--- src/rtl/pa_rvfpm.sv ---
// pa_rvfpm: shared XIF offload types, widths and the FSM state enum.
package pa_rvfpm;
  localparam int XIF_XLEN = 32;
  localparam int XIF_NUM_RS = 3;
  localparam int XIF_ID_WIDTH = 4;
  typedef enum logic [1:0] {IDLE, ISSUE, COMMIT} xif_state_e;
  typedef struct packed {
    logic [31:0] instr;
    logic [XIF_ID_WIDTH-1:0] id;
    logic [XIF_NUM_RS*XIF_XLEN-1:0] rs;
    logic [XIF_NUM_RS-1:0] rs_valid;
  } x_issue_req_t;
  typedef struct packed {
    logic accept;
    logic writeback;
    logic loadstore;
  } x_issue_resp_t;
  typedef struct packed {
    logic [XIF_ID_WIDTH-1:0] id;
    logic commit_kill;
  } x_commit_t;
  typedef struct packed {
    logic [XIF_ID_WIDTH-1:0] id;
    logic [XIF_XLEN-1:0] data;
    logic [4:0] rd;
    logic we;
  } x_result_t;
  // An accepted instruction only owes a result when it writes back or touches memory.
  function automatic logic needs_track(x_issue_resp_t r);
    return r.accept && (r.writeback || r.loadstore);
  endfunction
endpackage

--- src/rtl/xif_offload_if.sv ---
// xif_offload_if: core offload, XIF issue/commit/result and writeback signals.
interface xif_offload_if import pa_rvfpm::*; #(
  parameter int XLEN = XIF_XLEN,
  parameter int X_NUM_RS = XIF_NUM_RS,
  parameter int X_ID_WIDTH = XIF_ID_WIDTH
) ();
  logic off_valid;
  logic off_ready;
  logic [31:0] off_instr;
  logic [X_NUM_RS*XLEN-1:0] off_rs;
  logic [X_NUM_RS-1:0] off_rs_valid;
  logic off_kill;
  logic off_reject;
  logic issue_valid;
  logic issue_ready;
  x_issue_req_t issue_req;
  x_issue_resp_t issue_resp;
  logic commit_valid;
  x_commit_t commit;
  logic result_valid;
  logic result_ready;
  x_result_t result;
  logic wb_valid;
  logic wb_ready;
  logic [X_ID_WIDTH-1:0] wb_id;
  logic [4:0] wb_rd;
  logic [XLEN-1:0] wb_data;
  logic proto_err;
  modport master (
    input off_valid, off_instr, off_rs, off_rs_valid, off_kill,
    input issue_ready, issue_resp, result_valid, result, wb_ready,
    output off_ready, off_reject, issue_valid, issue_req, commit_valid, commit,
    output result_ready, wb_valid, wb_id, wb_rd, wb_data, proto_err
  );
  modport slave (
    output off_valid, off_instr, off_rs, off_rs_valid, off_kill,
    output issue_ready, issue_resp, result_valid, result, wb_ready,
    input off_ready, off_reject, issue_valid, issue_req, commit_valid, commit,
    input result_ready, wb_valid, wb_id, wb_rd, wb_data, proto_err
  );
endinterface

--- src/rtl/xif_id_tracker.sv ---
// xif_id_tracker: one outstanding bit per transaction ID with set/clear/query ports.
module xif_id_tracker #(
  parameter int ID_WIDTH = 4
) (
  input  logic ck,
  input  logic rst_n,
  input  logic set_en,
  input  logic [ID_WIDTH-1:0] set_id,
  input  logic clr_a_en,
  input  logic [ID_WIDTH-1:0] clr_a_id,
  input  logic clr_b_en,
  input  logic [ID_WIDTH-1:0] clr_b_id,
  input  logic [ID_WIDTH-1:0] query_a_id,
  input  logic [ID_WIDTH-1:0] query_b_id,
  output logic query_a,
  output logic query_b
);
  localparam int N = 1 << ID_WIDTH;
  logic [N-1:0] bits;
  logic [N-1:0] set_m;
  logic [N-1:0] clr_m;
  always_comb begin
    set_m = {{(N-1){1'b0}}, set_en} << set_id;
    clr_m = ({{(N-1){1'b0}}, clr_a_en} << clr_a_id) | ({{(N-1){1'b0}}, clr_b_en} << clr_b_id);
  end
  // Set is applied after clear so a new issue wins a same-edge collision.
  always_ff @(posedge ck or negedge rst_n)
    if (!rst_n) bits <= '0;
    else bits <= (bits & ~clr_m) | set_m;
  assign query_a = bits[query_a_id];
  assign query_b = bits[query_b_id];
endmodule

--- src/rtl/xif_offload.sv ---
// xif_offload: bridges core offloads onto XIF issue/commit and returns results as writebacks.
module xif_offload import pa_rvfpm::*; #(
  parameter int XLEN = XIF_XLEN,
  parameter int X_NUM_RS = XIF_NUM_RS,
  parameter int X_ID_WIDTH = XIF_ID_WIDTH
) (
  input logic ck,
  input logic rst_n,
  xif_offload_if.master bus
);
  xif_state_e state;
  logic alive;
  logic [X_ID_WIDTH-1:0] next_id;
  logic [31:0] instr_q;
  logic [X_NUM_RS*XLEN-1:0] rs_q;
  logic [X_NUM_RS-1:0] rsv_q;
  logic accept_q;
  logic wb_valid_q;
  logic [X_ID_WIDTH-1:0] wb_id_q;
  logic [4:0] wb_rd_q;
  logic [XLEN-1:0] wb_data_q;
  logic proto_err_q;
  logic busy_next;
  logic res_tracked;
  logic issue_hs;
  logic res_hs;
  logic commit_kill;
  // alive holds ready outputs low until the first edge after reset release.
  assign bus.off_ready = alive && state == IDLE && bus.off_valid && !busy_next;
  assign bus.issue_valid = state == ISSUE;
  assign bus.commit_valid = state == COMMIT;
  assign bus.result_ready = alive && (!wb_valid_q || bus.wb_ready);
  assign issue_hs = state == ISSUE && bus.issue_ready;
  assign res_hs = bus.result_valid && bus.result_ready;
  assign commit_kill = bus.off_kill || !accept_q;
  assign bus.off_reject = issue_hs && !bus.issue_resp.accept;
  assign bus.issue_req = {instr_q, next_id, rs_q, rsv_q};
  assign bus.commit = {next_id, commit_kill};
  assign bus.wb_valid = wb_valid_q;
  assign bus.wb_id = wb_id_q;
  assign bus.wb_rd = wb_rd_q;
  assign bus.wb_data = wb_data_q;
  assign bus.proto_err = proto_err_q;
  xif_id_tracker #(.ID_WIDTH(X_ID_WIDTH)) u_tracker (
    .ck(ck),
    .rst_n(rst_n),
    .set_en(issue_hs && needs_track(bus.issue_resp)),
    .set_id(next_id),
    .clr_a_en(state == COMMIT && commit_kill),
    .clr_a_id(next_id),
    .clr_b_en(res_hs && res_tracked),
    .clr_b_id(bus.result.id),
    .query_a_id(next_id),
    .query_b_id(bus.result.id),
    .query_a(busy_next),
    .query_b(res_tracked)
  );
  // The in-flight ID is next_id itself; it only advances once the commit is sent.
  always_ff @(posedge ck or negedge rst_n)
    if (!rst_n) begin
      state <= IDLE;
      alive <= 1'b0;
      next_id <= '0;
      instr_q <= '0;
      rs_q <= '0;
      rsv_q <= '0;
      accept_q <= 1'b0;
    end else begin
      alive <= 1'b1;
      case (state)
        IDLE: if (bus.off_ready) begin
          state <= ISSUE;
          instr_q <= bus.off_instr;
          rs_q <= bus.off_rs;
          rsv_q <= bus.off_rs_valid;
        end
        ISSUE: if (bus.issue_ready) begin
          state <= COMMIT;
          accept_q <= bus.issue_resp.accept;
        end
        COMMIT: begin
          state <= IDLE;
          next_id <= next_id + 1'b1;
        end
        default: state <= IDLE;
      endcase
    end
  // Untracked results are dropped and flagged; a pending drain still completes.
  always_ff @(posedge ck or negedge rst_n)
    if (!rst_n) begin
      wb_valid_q <= 1'b0;
      wb_id_q <= '0;
      wb_rd_q <= '0;
      wb_data_q <= '0;
      proto_err_q <= 1'b0;
    end else begin
      if (res_hs && !res_tracked) proto_err_q <= 1'b1;
      if (res_hs && res_tracked) begin
        wb_valid_q <= bus.result.we;
        wb_id_q <= bus.result.id;
        wb_rd_q <= bus.result.rd;
        wb_data_q <= bus.result.data;
      end else if (bus.wb_ready) wb_valid_q <= 1'b0;
    end
endmodule

--- src/flat_wrapper.sv ---
// flat-port wrapper written by rule: the top's interface ports become plain ports
module xif_offload_flat import pa_rvfpm::*;
#(
  parameter int XLEN = XIF_XLEN,
  parameter int X_NUM_RS = XIF_NUM_RS,
  parameter int X_ID_WIDTH = XIF_ID_WIDTH
)
  (ck, rst_n, bus_off_valid, bus_off_instr, bus_off_rs, bus_off_rs_valid, bus_off_kill, bus_issue_ready, bus_issue_resp, bus_result_valid, bus_result, bus_wb_ready, bus_off_ready, bus_off_reject, bus_issue_valid, bus_issue_req, bus_commit_valid, bus_commit, bus_result_ready, bus_wb_valid, bus_wb_id, bus_wb_rd, bus_wb_data, bus_proto_err);
  xif_offload_if #(.XLEN(XLEN), .X_NUM_RS(X_NUM_RS), .X_ID_WIDTH(X_ID_WIDTH)) bus_i ();
  input logic ck;
  input logic rst_n;
  input wire logic [$bits(bus_i.off_valid)-1:0] bus_off_valid;
  input wire logic [$bits(bus_i.off_instr)-1:0] bus_off_instr;
  input wire logic [$bits(bus_i.off_rs)-1:0] bus_off_rs;
  input wire logic [$bits(bus_i.off_rs_valid)-1:0] bus_off_rs_valid;
  input wire logic [$bits(bus_i.off_kill)-1:0] bus_off_kill;
  input wire logic [$bits(bus_i.issue_ready)-1:0] bus_issue_ready;
  input wire logic [$bits(bus_i.issue_resp)-1:0] bus_issue_resp;
  input wire logic [$bits(bus_i.result_valid)-1:0] bus_result_valid;
  input wire logic [$bits(bus_i.result)-1:0] bus_result;
  input wire logic [$bits(bus_i.wb_ready)-1:0] bus_wb_ready;
  output wire logic [$bits(bus_i.off_ready)-1:0] bus_off_ready;
  output wire logic [$bits(bus_i.off_reject)-1:0] bus_off_reject;
  output wire logic [$bits(bus_i.issue_valid)-1:0] bus_issue_valid;
  output wire logic [$bits(bus_i.issue_req)-1:0] bus_issue_req;
  output wire logic [$bits(bus_i.commit_valid)-1:0] bus_commit_valid;
  output wire logic [$bits(bus_i.commit)-1:0] bus_commit;
  output wire logic [$bits(bus_i.result_ready)-1:0] bus_result_ready;
  output wire logic [$bits(bus_i.wb_valid)-1:0] bus_wb_valid;
  output wire logic [$bits(bus_i.wb_id)-1:0] bus_wb_id;
  output wire logic [$bits(bus_i.wb_rd)-1:0] bus_wb_rd;
  output wire logic [$bits(bus_i.wb_data)-1:0] bus_wb_data;
  output wire logic [$bits(bus_i.proto_err)-1:0] bus_proto_err;
  assign bus_i.off_valid = bus_off_valid;
  assign bus_i.off_instr = bus_off_instr;
  assign bus_i.off_rs = bus_off_rs;
  assign bus_i.off_rs_valid = bus_off_rs_valid;
  assign bus_i.off_kill = bus_off_kill;
  assign bus_i.issue_ready = bus_issue_ready;
  assign bus_i.issue_resp = bus_issue_resp;
  assign bus_i.result_valid = bus_result_valid;
  assign bus_i.result = bus_result;
  assign bus_i.wb_ready = bus_wb_ready;
  assign bus_off_ready = bus_i.off_ready;
  assign bus_off_reject = bus_i.off_reject;
  assign bus_issue_valid = bus_i.issue_valid;
  assign bus_issue_req = bus_i.issue_req;
  assign bus_commit_valid = bus_i.commit_valid;
  assign bus_commit = bus_i.commit;
  assign bus_result_ready = bus_i.result_ready;
  assign bus_wb_valid = bus_i.wb_valid;
  assign bus_wb_id = bus_i.wb_id;
  assign bus_wb_rd = bus_i.wb_rd;
  assign bus_wb_data = bus_i.wb_data;
  assign bus_proto_err = bus_i.proto_err;
  xif_offload #(.XLEN(XLEN), .X_NUM_RS(X_NUM_RS), .X_ID_WIDTH(X_ID_WIDTH)) u_core (.ck(ck), .rst_n(rst_n), .bus(bus_i));
endmodule
--- config.mk ---
export PLATFORM = sky130hd
export DESIGN_NAME = xif_offload_flat
export DESIGN_NICKNAME = d
export VERILOG_FILES = /design/src/rtl/pa_rvfpm.sv /design/src/rtl/xif_offload_if.sv /design/src/rtl/xif_id_tracker.sv /design/src/rtl/xif_offload.sv /design/src/flat_wrapper.sv
export SDC_FILE = /design/constraint.sdc
export NUM_CORES = 1
export LEC_CHECK = 0
export BUFFER_PORTS_ARGS = -buffer_cell sky130_fd_sc_hd__buf_4
export CAP_MARGIN = 20
export CORE_AREA = 2 2 144 146
export CTS_BUF_LIST = sky130_fd_sc_hd__clkbuf_4
export DETAILED_ROUTE_END_ITERATION = 16
export DIE_AREA = 0 0 146 148
export GPL_TIMING_DRIVEN = 1
export HOLD_SLACK_MARGIN = 0.12
export PLACE_DENSITY = 0.75
export SETUP_SLACK_MARGIN = 0.02
export SYNTH_ARGS = -nofsm -noshare
export SYNTH_HDL_FRONTEND = slang
export SYNTH_SLANG_ARGS = --single-unit
--- constraint.sdc ---
create_clock -name ck -period 2.5 [get_ports ck]
set_input_delay 0.75 -clock ck [delete_from_list [all_inputs] [get_ports ck]]
set_output_delay 0.75 -clock ck [all_outputs]
set_load 0.01 [all_outputs]
==> metrics.md, run 1 <==
| Metric | Value |
|---|---|
| Req. time, crit path | `1.75 ns` |
| Failing checks | `negative setup slack` |
| Nets@finish | `1,124` |
| Setup CP Type | `reg2out` |
| Worst vdd rail ir drop | `0.4987 mV` |
| Main area contributors after synthesis | `sky130_fd_sc_hd__dfrtp_1 60%, sky130_fd_sc_hd__mux2_1 11%, sky130_fd_sc_hd__mux2_2 7.7%` |
| Max-cap violations | `0` |
| Wire length per cell | `19.50 µm` |
| Via count of the first global-routing pass | `6,078` |
| GR Util All Layers | `0.2067` |
| Sequential cell area fraction in the yosys report | `0.6033` |
| Total CTS buffers | `17` |
| Post-synthesis share of cell area spent on full adders, half adders and majority gates | `0.001523` |
| Num ports | `371` |
| Synth Warn # | `0` |
| Net count after synthesis | `713` |
| Pin count of the biggest net entering global routing | `between 70 and 80` |
| Worst Setup Start Kind | `flip-flop` |
| CP max FO | `5` |
| Slowest CP cell | `sky130_fd_sc_hd__mux4_2` |
| Final Critical Period | `approximately 3 ns` |
| Post-route core utilization | `0.6192` |
| Cell taking the most area after synthesis | `sky130_fd_sc_hd__dfrtp_1` |
| First-pass GRT wire length | `34.81 mm` |
| Routed vias | `6,024` |
| Total Neg Setup Slack | `-20.82 ns` |
| Final Hold Vio Count | `0` |
| Full die area | `0.02161 mm²` |
| Fraction of the mapped netlist area in simple logic gates | `0.03565` |
| Portion of synthesized cell area occupied by the leading cell type | `0.6033` |
| Avg Vias per Cell | `4.930` |
| Ordered list of cells on the worst path | `mux4_2, a22oi_2, o211ai_1, bufinv_8, buf_6` |
| Clock input transition at the sequential cells of the worst setup and hold paths | `0.19 ns` |
| Status | `complete, but fails checks` |
| Worst hold slack | `slightly above 0.4 ns` |
| Total congestion overflow | `0` |
| Core ar. | `0.02004 mm²` |
| Share of synthesized area spent on multiplexers | `0.2823` |
| Post-DP HPWL | `16.56 mm` |
| Row count | `52` |
| Final max-slew violation count | `0` |
| Post-synthesis sequential element count | `between 150 and 200` |
| Total leakage power | `between 6 and 7 nW` |
| Die outline width | `approximately 150 µm` |
| DRT antenna net count | `0` |
| Number of diodes | `0` |
| Initial antenna violation count | `0` |
| Setup clock skew after layout | `0.03860 ns` |
| Setup violators final | `131` |
| Fraction of the cycle the final worst path needs | `1.170` |
| Number of violations reported at the end of detailed-routing iteration 0 | `177` |
| TritonCTS clock tree | `built` |
| Proportion of layout cells with a drive suffix above 1 | `0.6282` |
| Cell variety after synth | `39` |
| Initial standard-cell utilization of the core | `0.4098` |
| Root cell of the clock tree | `sky130_fd_sc_hd__clkbuf_4` |
| Overall power after layout | `14.89 mW` |
| Clk buf depth | `2` |
| Number of I/O port buffers | `370` |
| Clock sink total | `198` |
| Clk_lat worst skew | `0.54 ns` |
| Routability cong. | `approximately 0.90` |
| Endpoint type of the worst setup path | `primary output` |
| Commonest cells after routing, fill and taps aside | `393 x sky130_fd_sc_hd__buf_4, 196 x sky130_fd_sc_hd__dfrtp_1, 108 x sky130_fd_sc_hd__mux2_4` |
| Vertical die dimension | `148 µm` |
| Sum of routed wire length over all layers | `23.82 mm` |
| Area added between synthesis and finish | `51.08%` |
| Final worst slack | `-0.4247 ns` |
| DR pass1 iterations | `5` |
| Combinational family with the most area after synthesis | `multiplexers` |
| Classification of the worst-slack hold path | `in2reg` |
| Cell count after synthesis | `529` |
| Unrepaired setup endpoints after global routing | `true` |
| Share of the synthesized netlist area taken by xor and xnor gates | `0.003199` |
| DRC | `0` |
| Slowest cell delay on critical path | `about 0.52 ns` |
| Arrival time of data at the critical path endpoint | `roughly 2.2 ns` |
| Max Clock Freq | `0.3419 GHz` |
| Compound-Gate Fraction of Synth Area | `0.03230` |
| Average instance area after synthesis | `~16 µm²` |
| Power per Cell Area | `1200 mW/mm²` |
| Cell area after technology mapping | `slightly above 0.008 mm²` |
| H-tree Lvls | `4` |
| Leading cell type in the layout, fill and taps excluded | `sky130_fd_sc_hd__buf_4` |
==> cell families after synthesis <==
group	after synthesis
xor gates and xnor gates	3
other	1
buffers and inverters	42
AOI/OAI and AO/OA	43
DFF	198
adders and majority gates	1
muxes	189
and+or+nand+nor	52
==> synthesized netlist by cell type <==
cell,instances
sky130_fd_sc_hd__conb_1,1
sky130_fd_sc_hd__mux2_1,79
sky130_fd_sc_hd__nor3_1,3
sky130_fd_sc_hd__clkbuf_1,7
sky130_fd_sc_hd__mux4_2,5
sky130_fd_sc_hd__ha_1,1
sky130_fd_sc_hd__nand3_1,4
sky130_fd_sc_hd__buf_1,1
sky130_fd_sc_hd__mux2i_1,10
sky130_fd_sc_hd__o31ai_1,2
sky130_fd_sc_hd__nor2_1,4
sky130_fd_sc_hd__o21bai_1,1
sky130_fd_sc_hd__buf_4,11
sky130_fd_sc_hd__mux2_4,39
sky130_fd_sc_hd__inv_1,7
sky130_fd_sc_hd__nor2b_1,3
sky130_fd_sc_hd__nand4_1,3
sky130_fd_sc_hd__a22oi_1,1
sky130_fd_sc_hd__buf_2,1
sky130_fd_sc_hd__o211ai_1,1
sky130_fd_sc_hd__inv_2,1
sky130_fd_sc_hd__nand2b_1,6
sky130_fd_sc_hd__or3_1,3
sky130_fd_sc_hd__buf_8,9
sky130_fd_sc_hd__nand3b_1,1
sky130_fd_sc_hd__o21ai_0,19
sky130_fd_sc_hd__nand2_1,7
sky130_fd_sc_hd__and2_1,1
sky130_fd_sc_hd__o32ai_1,2
sky130_fd_sc_hd__buf_6,5
sky130_fd_sc_hd__o22a_2,1
sky130_fd_sc_hd__xnor2_1,3
sky130_fd_sc_hd__o2bb2ai_1,2
sky130_fd_sc_hd__or2_2,2
sky130_fd_sc_hd__or3b_2,1
sky130_fd_sc_hd__o22ai_1,14
sky130_fd_sc_hd__nor4_1,14
sky130_fd_sc_hd__mux2_2,56
sky130_fd_sc_hd__dfrtp_1,198
==> final timing paths <==
path	from	to	slack, ns	depth (start not counted)
setup / recovery	u_core.next_id[0]	bus_off_ready	-0.42	5
hold / removal	bus_off_rs[54]	u_core.rs_q[54]	0.40	2
setup reg to reg	u_core.next_id[0]	u_core.rs_q[48]	-0.26	13
hold reg to reg	u_core.bus.proto_err	u_core.bus.proto_err	0.51	1
max in group asynchronous	rst_n	u_core.instr_q[9]	1.03	3
min in group asynchronous	rst_n	u_core.bus.wb_data[27]	0.68	2
==> cell type report <==
cell class                      count  area (µm²)
Sequential cell                   198        4957
Timing Repair Buffer              426        3590
Clock inverter                     14       168.9
Tap cell                          270       337.8
Inverter                            8       43.79
Fill cell                        1552        7631
Clock buffer                       17       127.6
Multi-Input combinational cell    289        3183
==> worst max-delay path, delay by kind of cell, from the launching register on <==
kind,cells,cell delay (ns)
buf+inv,2,0.34
flops,1,0.47
mux,1,0.52
compound gates,2,0.32
==> per-stage QoR <==
step                worst slack, ns  cell area (µm²)  cells
floorplan                  -0.03637             8213    529
finish                      -0.4247            12410   1222
global placement            0.03827            11330   1165
CTS                         -0.5732            12180   1213
detailed placement         -0.01894            11330   1165
global route                -0.6087            12410   1222
==> layer usage <==
layer / share of wire / global-route usage
met5: 0 / 0
met4: 0.016 / 0.05583
met3: 0.052 / 0.04228
met2: 0.53 / 0.3705
met1: 0.40 / 0.2554
==> power breakdown <==
| part | leakage [nW] | switching [mW] | internal, mW |
|---|---|---|---|
| Combinational | 3.60 | 2.89 | 4.63 |
| Clock | 0.151 | 1.19 | 0.542 |
| Sequential | 2.42 | 0.930 | 4.70 |
| Total | 6.17 | 5.01 | 9.87 |
==> registers in the layout (all words and copies together) (netlist names) <==
signal	count
u_core.accept_q	1
u_core.bus.wb_valid	1
u_core.instr_q	32
u_core.rsv_q	3
u_core.bus.wb_rd	5
u_core.u_tracker.bits	16
u_core.rs_q	96
u_core.bus.wb_data	32
u_core.bus.proto_err	1
u_core.bus.wb_id	4
u_core.alive	1
u_core.state	2
u_core.next_id	4
==> repair_timing <==
item,4_1_cts,5_1_grt
gates cloned,5,5
pin swaps,2,1
resized for setup,90,19
buffers inserted,11,5
endpoints found under the setup margin,42,132
hold buffers,1,0
endpoints found under the hold margin,38,0
No activity file was read; power rests on OpenSTA's default activity.
==> inputs of run 2 (changes only) <==
--- a/config.mk
+++ b/config.mk
@@ -13,8 +13,9 @@
 export DIE_AREA = 0 0 146 148
 export GPL_TIMING_DRIVEN = 1
 export HOLD_SLACK_MARGIN = 0.12
-export PLACE_DENSITY = 0.75
+export PLACE_DENSITY = 0.71
 export SETUP_SLACK_MARGIN = 0.02
 export SYNTH_ARGS = -nofsm -noshare
 export SYNTH_HDL_FRONTEND = slang
+export SYNTH_HIERARCHICAL = 1
 export SYNTH_SLANG_ARGS = --single-unit
==> constraint.sdc (replaced) <==
create_clock -name ck -period 3.3 [get_ports ck]
set_input_delay 0.99 -clock ck [delete_from_list [all_inputs] [get_ports ck]]
set_output_delay 0.99 -clock ck [all_outputs]
set_load 0.01 [all_outputs]
==> run 2 against run 1 <==
  * The run still ends with negative setup slack left
  * Flip-flop and latch count unchanged
  * Register-to-register slack improved by 0.67 ns
  * Combinational power decreased by 41%
  * Total power decreased by 33%
  * Design area decreased by 8.7%
  * Worst setup slack improved by 0.40 ns
  * Worst hold slack got worse by 0.080 ns
  * Synthesized cell count decreased by 6.2%
  * Via count decreased by 8.0%
  * Utilization decreased by 5.4 points
  * Sequential power decreased by 26%
  * Critical path type unchanged
==> metrics.md, run 2 <==
| Metric | Value |
|---|---|
| Status | `complete, but fails checks` |
| Failing checks | `negative setup slack` |
| Commonest cells after routing, fill and taps aside | `374 x sky130_fd_sc_hd__buf_4, 197 x sky130_fd_sc_hd__dfrtp_1, 104 x sky130_fd_sc_hd__mux2_2` |
| Clk buf depth | `2` |
| Setup violators final | `1` |
| Initial standard-cell utilization of the core | `0.3960` |
| Least-Margin Pin Slew | `0.7432 ns` |
| Leading cell type in the layout, fill and taps excluded | `sky130_fd_sc_hd__buf_4` |
| Max-cap violations | `0` |
| Final max-slew violation count | `0` |
| Number of hold buffers added after cts | `0` |
| Number of diodes | `0` |
| Worst Setup Start Kind | `flip-flop` |
| DRC | `0` |
| Dominant cell type by count on the critical path | `sky130_fd_sc_hd__mux2i_2` |
| Net count after synthesis | `680` |
| Register containing the most flip-flops in the final layout | `u_core/rs_q` |
| Final worst slack | `-0.02551 ns` |
| Cell area after technology mapping | `0.007935 mm²` |
| Num ports | `around 370` |
| Asr flop ratio synth | `1.000` |
| Overall power after layout | `9.943 mW` |
| Wire length per cell | `18.20 µm` |
| TritonCTS clock tree | `built` |
| GR Util All Layers | `0.1949` |
| Total Neg Setup Slack | `-0.02551 ns` |
| Pin count of the biggest net entering global routing | `133` |
| Routability cong. | `0.9479` |
| Nets@finish | `1,054` |
| Setup clock skew after layout | `0.03612 ns` |
| Tightest slew margin relative to the limit | `0.5046` |
| Cell count after synthesis | `496` |
| Avg Vias per Cell | `4.808` |
| First-pass GRT wire length | `32.75 mm` |
| Full die area | `0.02161 mm²` |
| Area added between synthesis and finish | `42.81%` |
| CP max FO | `5` |
| Total leakage power | `roughly 5.5 nW` |
| Endpoint type of the worst setup path | `primary output` |
| Vertical die dimension | `148 µm` |
| Average instance area after synthesis | `~16 µm²` |
| Max Clock Freq | `0.3007 GHz` |
| Clock sink total | `198` |
| Proportion of layout cells with a drive suffix above 1 | `0.5912` |
| Arrival time of data at the critical path endpoint | `2.34 ns` |
| Portion of synthesized cell area occupied by the leading cell type | `0.6244` |
| Post-synthesis sequential element count | `between 150 and 200` |
| DRT antenna net count | `0` |
| Fraction of the cycle the final worst path needs | `1.008` |
| Main flop type after synthesis | `sky130_fd_sc_hd__dfrtp_1` |
| Number of inserted filler cells in the final layout | `1,741` |
| Post-DP HPWL | `15.97 mm` |
| Worst vdd rail ir drop | `~0.48 mV` |
| Clock input transition at the sequential cells of the worst setup and hold paths | `0.18 ns` |
| CP Buf/Inv Count | `1` |
| H-tree Lvls | `4` |
| Total congestion overflow | `0` |
| Final Hold Vio Count | `0` |
| Stages on the worst setup path | `5` |
| Sequential cell area fraction in the yosys report | `0.6244` |
| Post-synth EDFFs | `0` |
| Worst hold slack | `0.3251 ns` |
| Setup CP Type | `reg2out` |
| Total CTS buffers | `17` |
| Clk_lat worst skew | `0.58 ns` |
| Req. time, crit path | `2.31 ns` |
| Core ar. | `0.02004 mm²` |
| Unrepaired setup endpoints after global routing | `true` |
| Worst reg-to-reg path cell count | `7` |
| Most repeated cell in the gate-level netlist after synthesis | `sky130_fd_sc_hd__dfrtp_1` |
| Slowest CP cell | `sky130_fd_sc_hd__mux4_2` |
| Via count of the first global-routing pass | `5,677` |
| Row count | `52` |
| Worst Setup Slack post-DPL | `0.2020 ns` |
| Cell taking the most area after synthesis | `sky130_fd_sc_hd__dfrtp_1` |
| Ordered list of cells on the worst path | `mux4_2, mux2i_2, mux2i_2, nor4_4, buf_4` |
| Classification of the worst-slack hold path | `in2async` |
| Main area contributors after synthesis | `sky130_fd_sc_hd__dfrtp_1 62%, sky130_fd_sc_hd__mux2_2 15%, sky130_fd_sc_hd__mux2_1 9.9%` |
| Cell variety after synth | `32` |
| Sum of routed wire length over all layers | `20.98 mm` |
| Power per Cell Area | `877.4 mW/mm²` |
| Final Critical Period | `3.326 ns` |
| Root cell of the clock tree | `sky130_fd_sc_hd__clkbuf_4` |
| DR pass1 iterations | `4` |
| Routed vias | `5,544` |
| Die outline width | `146 µm` |
| Flip-flop count of the largest register, all copies and words added | `96` |
| Number of I/O port buffers | `370` |
| Number of violations reported at the end of detailed-routing iteration 0 | `183` |
| Total area of multi-input combinational cells | `between 0.002 and 0.003 mm²` |
| Slowest cell delay on critical path | `0.53 ns` |
| Synth Warn # | `6` |
| Flip-flop and latch area | `approximately 0.005 mm²` |
| Post-synth top cells | `198 x sky130_fd_sc_hd__dfrtp_1, 104 x sky130_fd_sc_hd__mux2_2, 70 x sky130_fd_sc_hd__mux2_1, 14 x sky130_fd_sc_hd__a22o_1, 13 x sky130_fd_sc_hd__buf_4` |
| Initial antenna violation count | `0` |
| CP delay by family, top | `multiplexers` |
[run 2: cell types whose count changed after synthesis, sizes merged, moves of 4 or more]
cell	change
o21ai	-17
a32oi	+4
a22o	+14
clkbuf	-6
o22ai	-14
buf	-4
and3b	+4
inv	-4
nor4	-13
a22oi	+9
mux2i	-4
nand2b	-4
[run 2: metal layers]
| metal | part of all wire | track usage | up-vias | wire length [µm] |
|---|---|---|---|---|
| met3 | 0.067 | 0.05000 | 19 | 1415 |
| met5 | 0 | 0 | - | 0 |
| li1 | - | - | 2559 | - |
| met1 | 0.39 | 0.2397 | 2726 | 8188 |
| met4 | 0.017 | 0.05777 | 0 | 354 |
| met2 | 0.53 | 0.3403 | 240 | 11020 |
[run 2: timing repair]
| action | 4_1_cts | 5_1_grt |
|---|---|---|
| endpoints found under the setup margin | 1 | 1 |
| pin swaps | 1 | 1 |
| gates resized for setup | 6 | 1 |
| buffers inserted | 0 | 1 |
[run 2: area by class of cell]
| type | instances | area share |
|---|---|---|
| sequential | 198 | 0.4373 |
| clock inverter | 15 | 0.01656 |
| inverter | 4 | 0.001325 |
| multi-input combinational | 270 | 0.2477 |
| clock buffer | 17 | 0.01126 |
| tap | 270 | 0.02981 |
| timing repair buffer | 379 | 0.2560 |
[run 2: cell families after synthesis]
group	after synthesis	share of synthesized area
flops	198	0.6244
mux	188	0.2810
simple gates	43	0.03327
compound gates	34	0.03501
buf+inv	28	0.02097
xor+xnor	3	0.003312
fa+ha+maj	1	0.001577
other cells	1	0.0004726
[run 2: metrics by stage]
step	instance area (µm²)	cells	utilization
finish	11330	1153	0.5655
global route	11330	1153	0.5655
CTS	11320	1152	0.5649
detailed placement	11020	1120	0.5497
global placement	11020	1120	0.5497
floorplan	7935	496	-
[run 2: path summary, 6_finish.rpt]
check | start | to | slack [ns]
hold reg to reg | u_core/rs_q[16] | u_core/rs_q[16] | 0.51
hold / removal | rst_n | u_core/instr_q[15] | 0.33
max in group asynchronous | rst_n | u_core/rs_q[63] | 2.23
min in group ck | u_core/rs_q[16] | u_core/rs_q[16] | 0.51
setup reg to reg | u_core/next_id[0] | u_core/instr_q[20] | 0.41
setup / recovery | u_core/next_id[0] | bus_off_ready | -0.03
[run 2: where the power goes]
group / total, mW / switching [mW] / internal [mW]
combinational: 4.42 / 1.88 / 2.54
clock: 1.36 / 0.936 / 0.424
sequential: 4.17 / 0.629 / 3.54
total: 9.94 / 3.44 / 6.50
